**src/rtl/fifo_arb_pkg.sv**
```systemverilog
// rtl/fifo_arb_pkg.sv - shared state type and constants for the FIFO round-robin write arbiter
package fifo_arb_pkg;

  typedef enum logic {IDLE, GRANT} arb_state_t;

  localparam int STAT_W = 16;

endpackage

```
**src/rtl/fifo_rr_write_arbiter_rr_pick.sv**
```systemverilog
// rtl/fifo_rr_write_arbiter_rr_pick.sv - combinational round-robin picker, searching upward from ptr+1
module rr_pick #(
  parameter  int N  = 4,
  localparam int IW = $clog2(N)
) (
  input  logic [N-1:0]  req,
  input  logic [IW-1:0] ptr,
  output logic          found,
  output logic [IW-1:0] idx
);

  int            cand;
  logic [IW-1:0] cand_idx;

  // Wrap by subtraction so a non-power-of-2 N never yields an index >= N.
  always_comb begin
    found    = 1'b0;
    idx      = '0;
    cand     = 0;
    cand_idx = '0;
    for (int k = 1; k <= N; k++) begin
      cand = int'(ptr) + k;
      if (cand >= N) cand = cand - N;
      cand_idx = IW'(cand);
      if (!found && req[cand_idx]) begin
        found = 1'b1;
        idx   = cand_idx;
      end
    end
  end

endmodule

```
**src/rtl/fifo_rr_write_arbiter.sv**
```systemverilog
// rtl/fifo_rr_write_arbiter.sv - round-robin burst arbiter sharing one FIFO write port
// Optional per-requester beat counters with stat_clr when ARB_STATS_EN is defined.
module fifo_rr_write_arbiter
  import fifo_arb_pkg::*;
#(
  parameter  int NUM_REQ   = 4,
  parameter  int WIDTH     = 8,
  parameter  int MAX_BURST = 4,
  localparam int GW        = $clog2(NUM_REQ),
  localparam int BW        = $clog2(MAX_BURST + 1)
) (
  input  logic                     clk,
  input  logic                     rst,
  input  logic [NUM_REQ-1:0]       req_valid,
  input  logic [NUM_REQ-1:0]       req_last,
  input  logic [NUM_REQ*WIDTH-1:0] req_data,
  output logic [NUM_REQ-1:0]       req_ready,
  input  logic                     fifo_full,
  output logic                     fifo_w_en,
  output logic [WIDTH-1:0]         fifo_din,
`ifdef ARB_STATS_EN
  input  logic                     stat_clr,
  output logic [NUM_REQ*STAT_W-1:0] stat_beats,
`endif
  output logic [GW-1:0]            grant_id,
  output logic                     busy
);

  arb_state_t    state;
  logic [GW-1:0] rr_ptr;
  logic [BW-1:0] beat_cnt;
  logic          pick_found;
  logic [GW-1:0] pick_idx;
  logic          in_grant;
  logic          g_valid;
  logic          g_last;
  logic          beat;
  logic          last_beat;

  rr_pick #(.N(NUM_REQ)) u_pick (
    .req   (req_valid),
    .ptr   (rr_ptr),
    .found (pick_found),
    .idx   (pick_idx)
  );

  assign in_grant  = (state == GRANT);
  assign g_valid   = req_valid[grant_id];
  assign g_last    = req_last[grant_id];
  assign beat      = in_grant && g_valid && !fifo_full;
  assign last_beat = g_last || (beat_cnt == BW'(MAX_BURST - 1));

  assign fifo_w_en = beat;
  assign fifo_din  = in_grant ? req_data[int'(grant_id)*WIDTH +: WIDTH] : '0;
  assign req_ready = (in_grant && !fifo_full) ? ({{(NUM_REQ-1){1'b0}}, 1'b1} << grant_id) : '0;
  assign busy      = in_grant;

  // A full FIFO stalls the grant: no beat, beat_cnt holds, holder keeps the grant.
  always_ff @(posedge clk) begin
    if (rst) begin
      state    <= IDLE;
      rr_ptr   <= GW'(NUM_REQ - 1);
      beat_cnt <= '0;
      grant_id <= '0;
    end else begin
      case (state)
        IDLE: begin
          if (pick_found) begin
            grant_id <= pick_idx;
            state    <= GRANT;
          end
        end
        GRANT: begin
          if (!g_valid || (beat && last_beat)) begin
            state    <= IDLE;
            rr_ptr   <= grant_id;
            beat_cnt <= '0;
          end else if (beat) begin
            beat_cnt <= beat_cnt + BW'(1);
          end
        end
        default: state <= IDLE;
      endcase
    end
  end

`ifdef ARB_STATS_EN
  logic [STAT_W-1:0] stat_cnt [NUM_REQ];

  always_ff @(posedge clk) begin
    for (int i = 0; i < NUM_REQ; i++) begin
      if (rst || stat_clr) begin
        stat_cnt[i] <= '0;
      end else if (beat && (grant_id == GW'(i)) && (stat_cnt[i] != '1)) begin
        stat_cnt[i] <= stat_cnt[i] + STAT_W'(1);
      end
    end
  end

  for (genvar gi = 0; gi < NUM_REQ; gi++) begin : g_stat
    assign stat_beats[gi*STAT_W +: STAT_W] = stat_cnt[gi];
  end
`endif

endmodule

```
**config.mk**
```make
export PLATFORM = sky130hd
export DESIGN_NAME = fifo_rr_write_arbiter
export DESIGN_NICKNAME = d
export VERILOG_FILES = /design/src/rtl/fifo_arb_pkg.sv /design/src/rtl/fifo_rr_write_arbiter_rr_pick.sv /design/src/rtl/fifo_rr_write_arbiter.sv
export SDC_FILE = /design/constraint.sdc
export NUM_CORES = 1
export LEC_CHECK = 0
export ABC_AREA = 1
export CELL_PAD_IN_SITES_DETAIL_PLACEMENT = 1
export CELL_PAD_IN_SITES_GLOBAL_PLACEMENT = 2
export CORE_AREA = 5 5 85 87
export CTS_CLUSTER_SIZE = 16
export DETAILED_ROUTE_END_ITERATION = 10
export DIE_AREA = 0 0 90 92
export PLACE_DENSITY_LB_ADDON = 0.1
export SYNTH_ARGS = -nofsm -noshare
export SYNTH_HDL_FRONTEND = slang
export SYNTH_SLANG_ARGS = --single-unit
```
**constraint.sdc**
```tcl
create_clock -name clk -period 1.5 [get_ports clk]
set_input_delay 0.3 -clock clk [delete_from_list [all_inputs] [get_ports clk]]
set_output_delay 0.3 -clock clk [all_outputs]
set_load 0.02 [all_outputs]
```
### Word-level counts from Yosys, hierarchy flattened

Cells that the tools add are included.

| word-level totals | value |
|---|---|
| input bits | 43 |
| memories | 0 |
| word-level logic and storage cells | 75 |
| bits in read-only memories | 0 |
| latch bits | 0 |
| output and inout port bits | 16 |
| bits in writable memories | 0 |
| bits in registers | 8 |

| operators by class | value |
|---|---|
| add/subtract/negate cells | 9 |
| div/mod/pow operators | 0 |
| shift operators | 2 |
| bitwise gates (word level) | 1 |
| order comparisons | 9 |
| reductions and logical operators | 18 |
| multiply operators | 0 |
| mux-type cells | 31 |
| eq/ne operators | 1 |

Operator list:

| operator | number |
|---|---|
| $shiftx A32 B6 Y8 | 1 |
| $mux W2 | 8 |
| $lt A2 B3 Y1 const B | 5 |
| $bmux W1 S2 | 6 |
| $mux W1 | 12 |
| $ge A3 B3 Y1 const B | 3 |
| $mux W8 | 1 |
| $sub A2 B1 Y2 const B | 4 |
| $logic_and A1 B1 Y1 | 7 |
| $add A2 B2 Y3 const B | 2 |
| $mux W3 | 2 |
| $reduce_and A2 Y1 | 3 |
| $logic_not A1 Y1 | 5 |
| $add A2 B3 Y4 const B | 1 |
| $ge A4 B3 Y1 const B | 1 |
| $mux W4 | 1 |
| $shl A1 B2 Y4 const A | 1 |
| $add A2 B1 Y3 const B | 1 |
| $add A3 B1 Y3 const B | 1 |
| $eq A3 B2 Y1 const B | 1 |
| $logic_or A1 B1 Y1 | 2 |
| $pmux W1 S2 | 1 |
| $reduce_bool A2 Y1 | 1 |
| $not A1 Y1 | 1 |

### Depth between registers and ports, before layout

Gate-level depths: netlist of run 1.

| depth | value |
|---|---|
| depth in word-level cells | 17 |
| mapped depth | 12 |
| mapped depth without buffers | 11 |

### Modules after synthesis

From an unflattened synthesis of run 1, not the netlist that was laid out.

| second synthesis, totals | value |
|---|---|
| cells, all modules | 163 |
| area total of the unflattened synthesis | 1038.5 µm² |

Modules (own cells, without submodules):

| module | area an instance (µm²) | times used | cells each | sequential area each (µm²) |
|---|---|---|---|---|
| fifo_rr_write_arbiter | 748.2 | 1 | 114 | 160.2 |
| rr_pick | 290.3 | 1 | 49 | 0.0 |

### Worst setup path after synthesis of run 1

OpenSTA, ideal clock, no wires.

| timing | value |
|---|---|
| path type | register -> output |
| start | register state, in the netlist busy |
| end | output port req_ready[2] |
| buffers on the path | 0 |
| required time | 1.200 ns |
| slack | -0.354 ns |
| stages on the path, launching flop included | 5 |
| arrival | 1.554 ns |
| path through | dfxtp_1 > clkinv_1 > nor2_1 > inv_1 > nor3_1 |

| between the ends | value |
|---|---|
| longest elaborated chain between the ends | 2 |

RTL lines:

| item | line | source |
|---|---|---|
| start: declaration | fifo_rr_write_arbiter.sv:29 | `arb_state_t state;` |
| start signal: assignment | fifo_rr_write_arbiter.sv:61 | `state <= IDLE;` |
| start signal: assignment | fifo_rr_write_arbiter.sv:70 | `state <= GRANT;` |
| start signal: assignment | fifo_rr_write_arbiter.sv:75 | `state <= IDLE;` |
| $logic_and A1 B1 Y1 | fifo_rr_write_arbiter.sv:55 | `assign req_ready = (in_grant && !fifo_full) ? ({{(NUM_REQ-1){1'b0}}, 1'b1} << grant_id) : '0;` |
| $mux W4 | fifo_rr_write_arbiter.sv:55 |  |
| end: declaration | fifo_rr_write_arbiter.sv:17 | `output logic [NUM_REQ-1:0] req_ready,` |

No other way between the ends.

### Final worst setup path of run 1

| timing | value |
|---|---|
| start | register grant_id[1] |
| end | output port fifo_w_en |

| between the ends | value |
|---|---|
| longest elaborated chain between the ends | 4 |

RTL lines:

| item | line | source |
|---|---|---|
| start: declaration | fifo_rr_write_arbiter.sv:25 | `output logic [GW-1:0] grant_id,` |
| start signal: assignment | fifo_rr_write_arbiter.sv:69 | `grant_id <= pick_idx;` |
| $bmux W1 S2 | fifo_rr_write_arbiter.sv:48 | `assign g_valid = req_valid[grant_id];` |
| $mux W1 (implied by the code) | fifo_rr_write_arbiter.sv:48 |  |
| $logic_and A1 B1 Y1 (2 in a row) | fifo_rr_write_arbiter.sv:50 | `assign beat = in_grant && g_valid && !fifo_full;` |
| end: declaration | fifo_rr_write_arbiter.sv:19 | `output logic fifo_w_en,` |

No other way between the ends. The select of a mux whose other input is x is not followed.

==> results of run 1 <==
## path summary, 6_finish.rpt
check	start	endpoint	slack, ps	cells past startpoint
worst max-delay path	grant_id[1]	fifo_w_en	-230	9
worst min register to register	beat_cnt[1]	beat_cnt[1]	490	2
worst min-delay path	beat_cnt[1]	beat_cnt[1]	490	2
worst max register to register	grant_id[1]	beat_cnt[1]	-170	12
## stage by stage
stage	std cells	hold WS [ps]	util, %	setup slack (ps)	TNS (ps)
floorplan	160	361.7	-	9.023	0
global placement	327	471.3	32.61	-669.8	-8676
detailed placement	327	491.5	32.61	-670.4	-8940
CTS	334	497.4	34.68	-237.5	-2489
global route	335	508.3	35.76	-320.4	-3686
finish	335	486.7	35.76	-225.3	-2360
## where the power goes
group | leakage [nW] | switching [mW] | total (mW) | internal [mW]
combinational | 0.884 | 1.49 | 2.81 | 1.32
sequential | 0.0673 | 0.123 | 0.418 | 0.295
clock | 0.0216 | 0.0929 | 0.267 | 0.175
## layout make-up
| type | instances | area [µm²] |
|---|---|---|
| Sequential cell | 8 | 172.7 |
| Tap cell | 77 | 96.34 |
| Clock buffer | 3 | 41.29 |
| Fill cell | 776 | 4033 |
| Timing Repair Buffer | 101 | 945.9 |
| Inverter | 19 | 88.84 |
| Multi-Input combinational cell | 127 | 899.6 |
## routing by layer
metal	track usage (%)	up-vias	routed length, µm
met5	0	-	0
met4	1.985	0	44
met3	2.619	5	198
met2	22.56	32	2721
met1	13.89	677	2071
li1	-	735	-
## layout by cell type, fill, tap and decap left out, drive strengths merged
cell type      count
a21boi             2
inv               18
dlygate4sd2        8
clkbuf             3
o211ai             1
buf               56
nand2             55
a31oi              8
clkdlybuf4s50     37
a21oi              7
clkinv             1
nand4              3
o21ai              5
dfxtp              8
a22oi              8
nand3             19
ha                 2
nor3               3
nor2              14
## state kept, by name (all words and copies together) (netlist names)
register,count
busy,1
grant_id,2
rr_ptr,2
beat_cnt,3
## timing repair
| item | in CTS | in global routing |
|---|---|---|
| gates resized for setup | 98 | 24 |
| endpoints found under the setup margin | 24 | 21 |
| buffers inserted | 6 | 5 |
| pin swaps | 10 | 11 |
| hold buffers | 0 | 0 |
## kinds of logic (layout without fill, tap and decap cells)
kind of cell	Yosys count	after routing	share of synthesized area, %
AND/OR/NAND/NOR	94	94	48.55
AO/OA/AOI/OAI	31	31	19.47
flip-flops	8	8	16.18
buffers and inverters	25	123	13.27
adder cells (fa/ha/maj)	2	2	2.528
## worst min-delay path, delay by kind of cell, from the launching register on
kind	cells	cell delay, ps
and+or+nand+nor	1	80
DFF	1	310
AOI/OAI and AO/OA	1	50
==> impl_results.md, run 1 <==
- H-Tree Depth: 1
- Cell family with most CP delay: flip-flops
- DP Wirelength: around 4200 µm
- Largest net degree at the start of global routing: 10
- Most common library cells after synthesis: 47 x nand2_1, 17 x nand3_1, 12 x inv_1
- Failing checks: setup timing
- Critical Path Most Common Cell: inv_2
- ANT cells: 0
- TritonRoute pass-1 iters: 5
- Synthesized area: just under 1000 µm²
- Critical Path Sink Type: output port
- Crit Path Class: reg2out
- Placed inst area: around 2000 µm²
- GRT overflow: 0
- Drt initial violations: 26
- Initial core utilization: between 10% and 20%
- Chip width: ~90 µm
- Fin Clk Skew: between 3 and 4 ps
- Die height: roughly 92 µm
- Slew margin rel.: roughly three quarters
- Power per Cell Area: approximately 1600 nW/µm²
- Final worst slack: -225.3 ps
- Area Overhead vs Synth: 126.8%
- CP max stage cell: dfxtp_4
- Slew @ Worst Pin: 359.9 ps
- Post-Syn Area per Cell: slightly above 6 µm²
- Final Setup Violations: 14
- Clock Latency Late Sink: 230 ps
- Max Clk Rate: roughly 0.58 GHz
- Hold Fails Final Rpt: 0
- Initial antenna violation count: 0
- CTS Sinks: 8
- First-pass GRT wire length: 8217 µm
- # IOs: between 50 and 60
- CTS clk-pin slew, worst paths: about 40 ps
- Vias in the first global route: ~1600
- Critical path required time: approximately 1200 ps
- Inserted Clock Buffers: 3
- Root Driver: clkbuf_8
- CP cell instances: buf_12 > nor2_8 > inv_2 > o21ai_2 > nor2_2 > nand2_1 > nand2_2 > inv_2 > buf_6
- Synth area leaders: nand2_1 18%, dfxtp_1 16%, nand3_1 8.6%
- Remaining antenna violation count: 0
- Die area: 8280 µm²
- Post-synth net total: slightly above 200
- Synth top area share: between 10% and 20%
- Part of the cycle the worst path needs: 115.0%
- MaxCap Viol Count: 0
- Crit path buffers/inverters: 4
- Synth warn: 0
- DR vias/cell: around 4.3
- Final min period: approximately 1700 ps
- P_leak: ~1 nW
- #FFs+latches synth: 8
- Cells after synthesis: 160
- Synth cell types: 30
- Drt wl/cell: ~15 µm
- Sequential area share after synthesis: roughly 16%
- Largest stage delay on the critical path: about 360 ps
- Design Power: approximately 3.5 mW
- FP Rows: 29
- TritonCTS clock tree: built
- WL final: a little over 5000 µm
- Max VDD drop: 504.1 µV
- CTS max path bufs: 2
- Critical path arrival: approximately 1400 ps
- PortBufs: 58
- Largest area contributor in the synthesized netlist: nand2_1
- Asr flop ratio synth: 0%
- Nature of the critical path startpoint: flop
- Share of post-route cells with drive strength above 1: just under 50%
- Main flop type after synthesis: dfxtp_1
- RePlAce Congestion: slightly below 0.8
- Number of synthesized flops with an enable pin: 0
- Slew Limit Fails: 0
- RSZ-0062 raised after global routing: yes
- Layout net count: roughly 310
- Most numerous cell in the Yosys netlist: nand2_1
- HP Class: reg2reg
- Status: finished, violations left
- Core footprint: 6277 µm²
- DRC viols: 0
- Vias: about 1400
- Post-route cell area: between 2000 and 2500 µm²
- CP max FO: 4
- Gr usage total: between 10% and 20%
Power figures use the tool's default switching activity.
==> run 2, diff against run 1 <==
Settings changed: CTS_BUF_LIST from default to sky130_fd_sc_hd__clkbuf_4.
==> run 2 against run 1 <==
Compared with the run above: the flow still finishes with violations (setup timing); hold slack better by 3.1 ps; highest routed layer is now met3; clock-buffer cell count did not move; largest power group unchanged; clock skew about the same; critical path type unchanged; setup slack got worse by 28 ps; critical path depth shrank 3; combinational power is 7% higher.
==> impl_results.md, run 2 (synthesis results as in run 1) <==
- Max VDD drop: 596.6 µV (+18%)
- MaxCap Viol Count: 0 (unchanged)
- Die height: 92 µm (unchanged)
- DRC viols: 0 (unchanged)
- Root Driver: clkbuf_4
- Final min period: 1754 ps (+28.35 ps)
- Layout net count: 306 (+0.33%)
- Setup slack, reg-to-reg: -170 ps (about the same)
- CP max FO: 5 (+1)
- Largest register FFs: 3 (unchanged)
- Hold Fails Final Rpt: 0 (unchanged)
- # hold bufs at CTS: 0 (unchanged)
- Part of the cycle the worst path needs: 116.9% (+1.9 points)
- Fin Clk Skew: 2.788 ps (-0.4020 ps)
- Slew Limit Fails: 0 (unchanged)
- Hold WS: 489.8 ps (+3.054 ps)
- Worst R2R Path Depth: 12 (unchanged)
- Slew @ Worst Pin: 370.3 ps (+10.38 ps)
- Crit Path Class: reg2out
- WHS Path Cells: 2 (unchanged)
- Drt wl/cell: 15.14 µm (+0.73%)
- DP Wirelength: 4169 µm (unchanged)
- HP Class: reg2reg
- Commonest cells after routing, fill and taps aside: 42 x buf_4, 37 x clkdlybuf4s50_1, 30 x nand2_1
- RePlAce Congestion: 0.7780 (unchanged)
- Sequential power share: 11.8% (-0.2 points)
- Placed inst area: 2047 µm² (unchanged)
- Remaining antenna violation count: 0 (unchanged)
- Cells after DPL: 327 (unchanged)
- CTS Sinks: 8 (unchanged)
- Hold Path End: beat_cnt[1]
- GRT overflow: 0 (unchanged)
- Final Setup Violations: 15 (+1)
- Critical path arrival: 1450 ps (+20 ps)
- Critical path required time: 1200 ps (about the same)
- ANT cells: 0 (unchanged)
- CTS max path bufs: 2 (unchanged)
- Max Clk Rate: 0.5702 GHz (-1.6%)
- Share of post-route cells with drive strength above 1: 52.90% (+4.8 points)
- Core footprint: 6277 µm² (unchanged)
- P_leak: 1.013 nW (+4.2%)
- TritonRoute pass-1 iters: 4 (-1)
- Sw frac: 50.17% (+1.5 points)
- Worst reg2reg path endpoint: beat_cnt[1]
- Drt initial violations: 37 (+42%)
- Non-Filler Instances: 336 (+0.30%)
- WL final: 5088 µm (+1.0%)
- Vias in the first global route: 1626 (+1.4%)
- Hold Path Origin: beat_cnt[1]
- Clock Latency Late Sink: 260 ps (+30 ps)
- Post-route cell area: 2313 µm² (+3.1%)
- DR vias/cell: 4.381 (+1.3%)
- Area Overhead vs Synth: 133.8%
- Comb pwr share: 83.4% (+3.0 points)
- Final worst slack: -253.7 ps (-28.35 ps)
- Status: finished, violations left
- Inserted Clock Buffers: 3 (unchanged)
- Power per Cell Area: 1556 nW/µm² (-0.14%)
- Clock power share: 4.8% (-2.8 points)
- P_sw: 1.806 mW (+6.0%)
- RSZ-0062 raised after global routing: yes
- # IOs: 59 (unchanged)
- Largest registers: beat_cnt (3), grant_id (2), rr_ptr (2)
- Failing checks: setup timing
- CTS clk-pin slew, worst paths: 60 ps (+20 ps)
- Critical Path Sink Type: output port
- Initial core utilization: 15.77% (unchanged)
- Largest net degree at the start of global routing: 10 (unchanged)
- Die area: 8280 µm² (unchanged)
- Internal power: 1.793 mW (about the same)
- Vias: 1472 (+1.6%)
- Worst r2r src: grant_id[1]
- Reg with most FFs: beat_cnt
- Most common cell after layout, fill and taps aside: buf_4
- Slew margin rel.: 75.24% (-0.69 points)
- FP Rows: 29 (unchanged)
- First-pass GRT wire length: 8217 µm (unchanged)
- Nature of the critical path startpoint: flop
- H-Tree Depth: 1 (unchanged)
- Gr usage total: 11.89% (-0.051 points)
- PortBufs: 58 (unchanged)
- Initial antenna violation count: 0 (unchanged)
- Chip width: 90 µm (unchanged)
- TritonCTS clock tree: built
run 2: final cells by class:
cell class	instances	area, µm²
clock buffers	3	22.52
fillers	766	3964
inverters	19	96.34
multi-input cells	127	960.9
flip-flops and latches	8	172.7
well taps	77	96.34
repair buffers	102	964.7
run 2: worst max path at each step:
stage	start	end	slack, ps	cells after the start
after floorplan	grant_id[0]	fifo_din[1]	9	4
after global placement	req_valid[3]	fifo_w_en	-670	8
after detailed placement	req_valid[3]	fifo_w_en	-670	8
after CTS	grant_id[1]	fifo_w_en	-270	9
after global routing	grant_id[1]	fifo_w_en	-360	9
final	grant_id[1]	fifo_din[4]	-250	6
run 2: metal layers:
layer / routed length (µm) / vias up / global-route usage, % / share of wire [%]
li1: - / 736 / - / -
met1: 2040 / 699 / 13.89 / 40
met2: 2833 / 37 / 22.74 / 56
met3: 214 / 0 / 2.619 / 4.2
met4: 0 / 0 / 1.241 / 0
met5: 0 / - / 0 / 0
run 2: through the flow:
step	total power, mW	utilization [%]	worst slack (ps)	TNS [ps]
global placement	2.955	32.61	-669.8	-8676
finish	3.599	36.85	-253.7	-2730
global route	3.902	36.85	-357.3	-4347
floorplan	1.769	-	9.023	0
CTS	3.332	34.58	-266.6	-2885
detailed placement	2.994	32.61	-670.4	-8940
run 2: critical path, stage by stage, from the launching register on:
cell     delay (ps)
dfxtp_4         360
buf_12          140
nor2_8          150
buf_12          130
a22oi_2          80
a31oi_2         170
buf_4           160
run 2: power by group through the flow:
stage / sequential [mW] / combinational, mW / clock (mW)
global route: 0.442 / 3.27 / 0.189
CTS: 0.383 / 2.77 / 0.177
floorplan: 0.358 / 1.41 / 0
detailed placement: 0.375 / 2.62 / 0
global placement: 0.377 / 2.58 / 0
finish: 0.425 / 3.00 / 0.172
run 2: repair_timing:
action | 4_1_cts | 5_1_grt
setup buffers | 6 | 5
pin swaps | 11 | 23
setup endpoints to repair | 23 | 22
gates resized for setup | 100 | 45
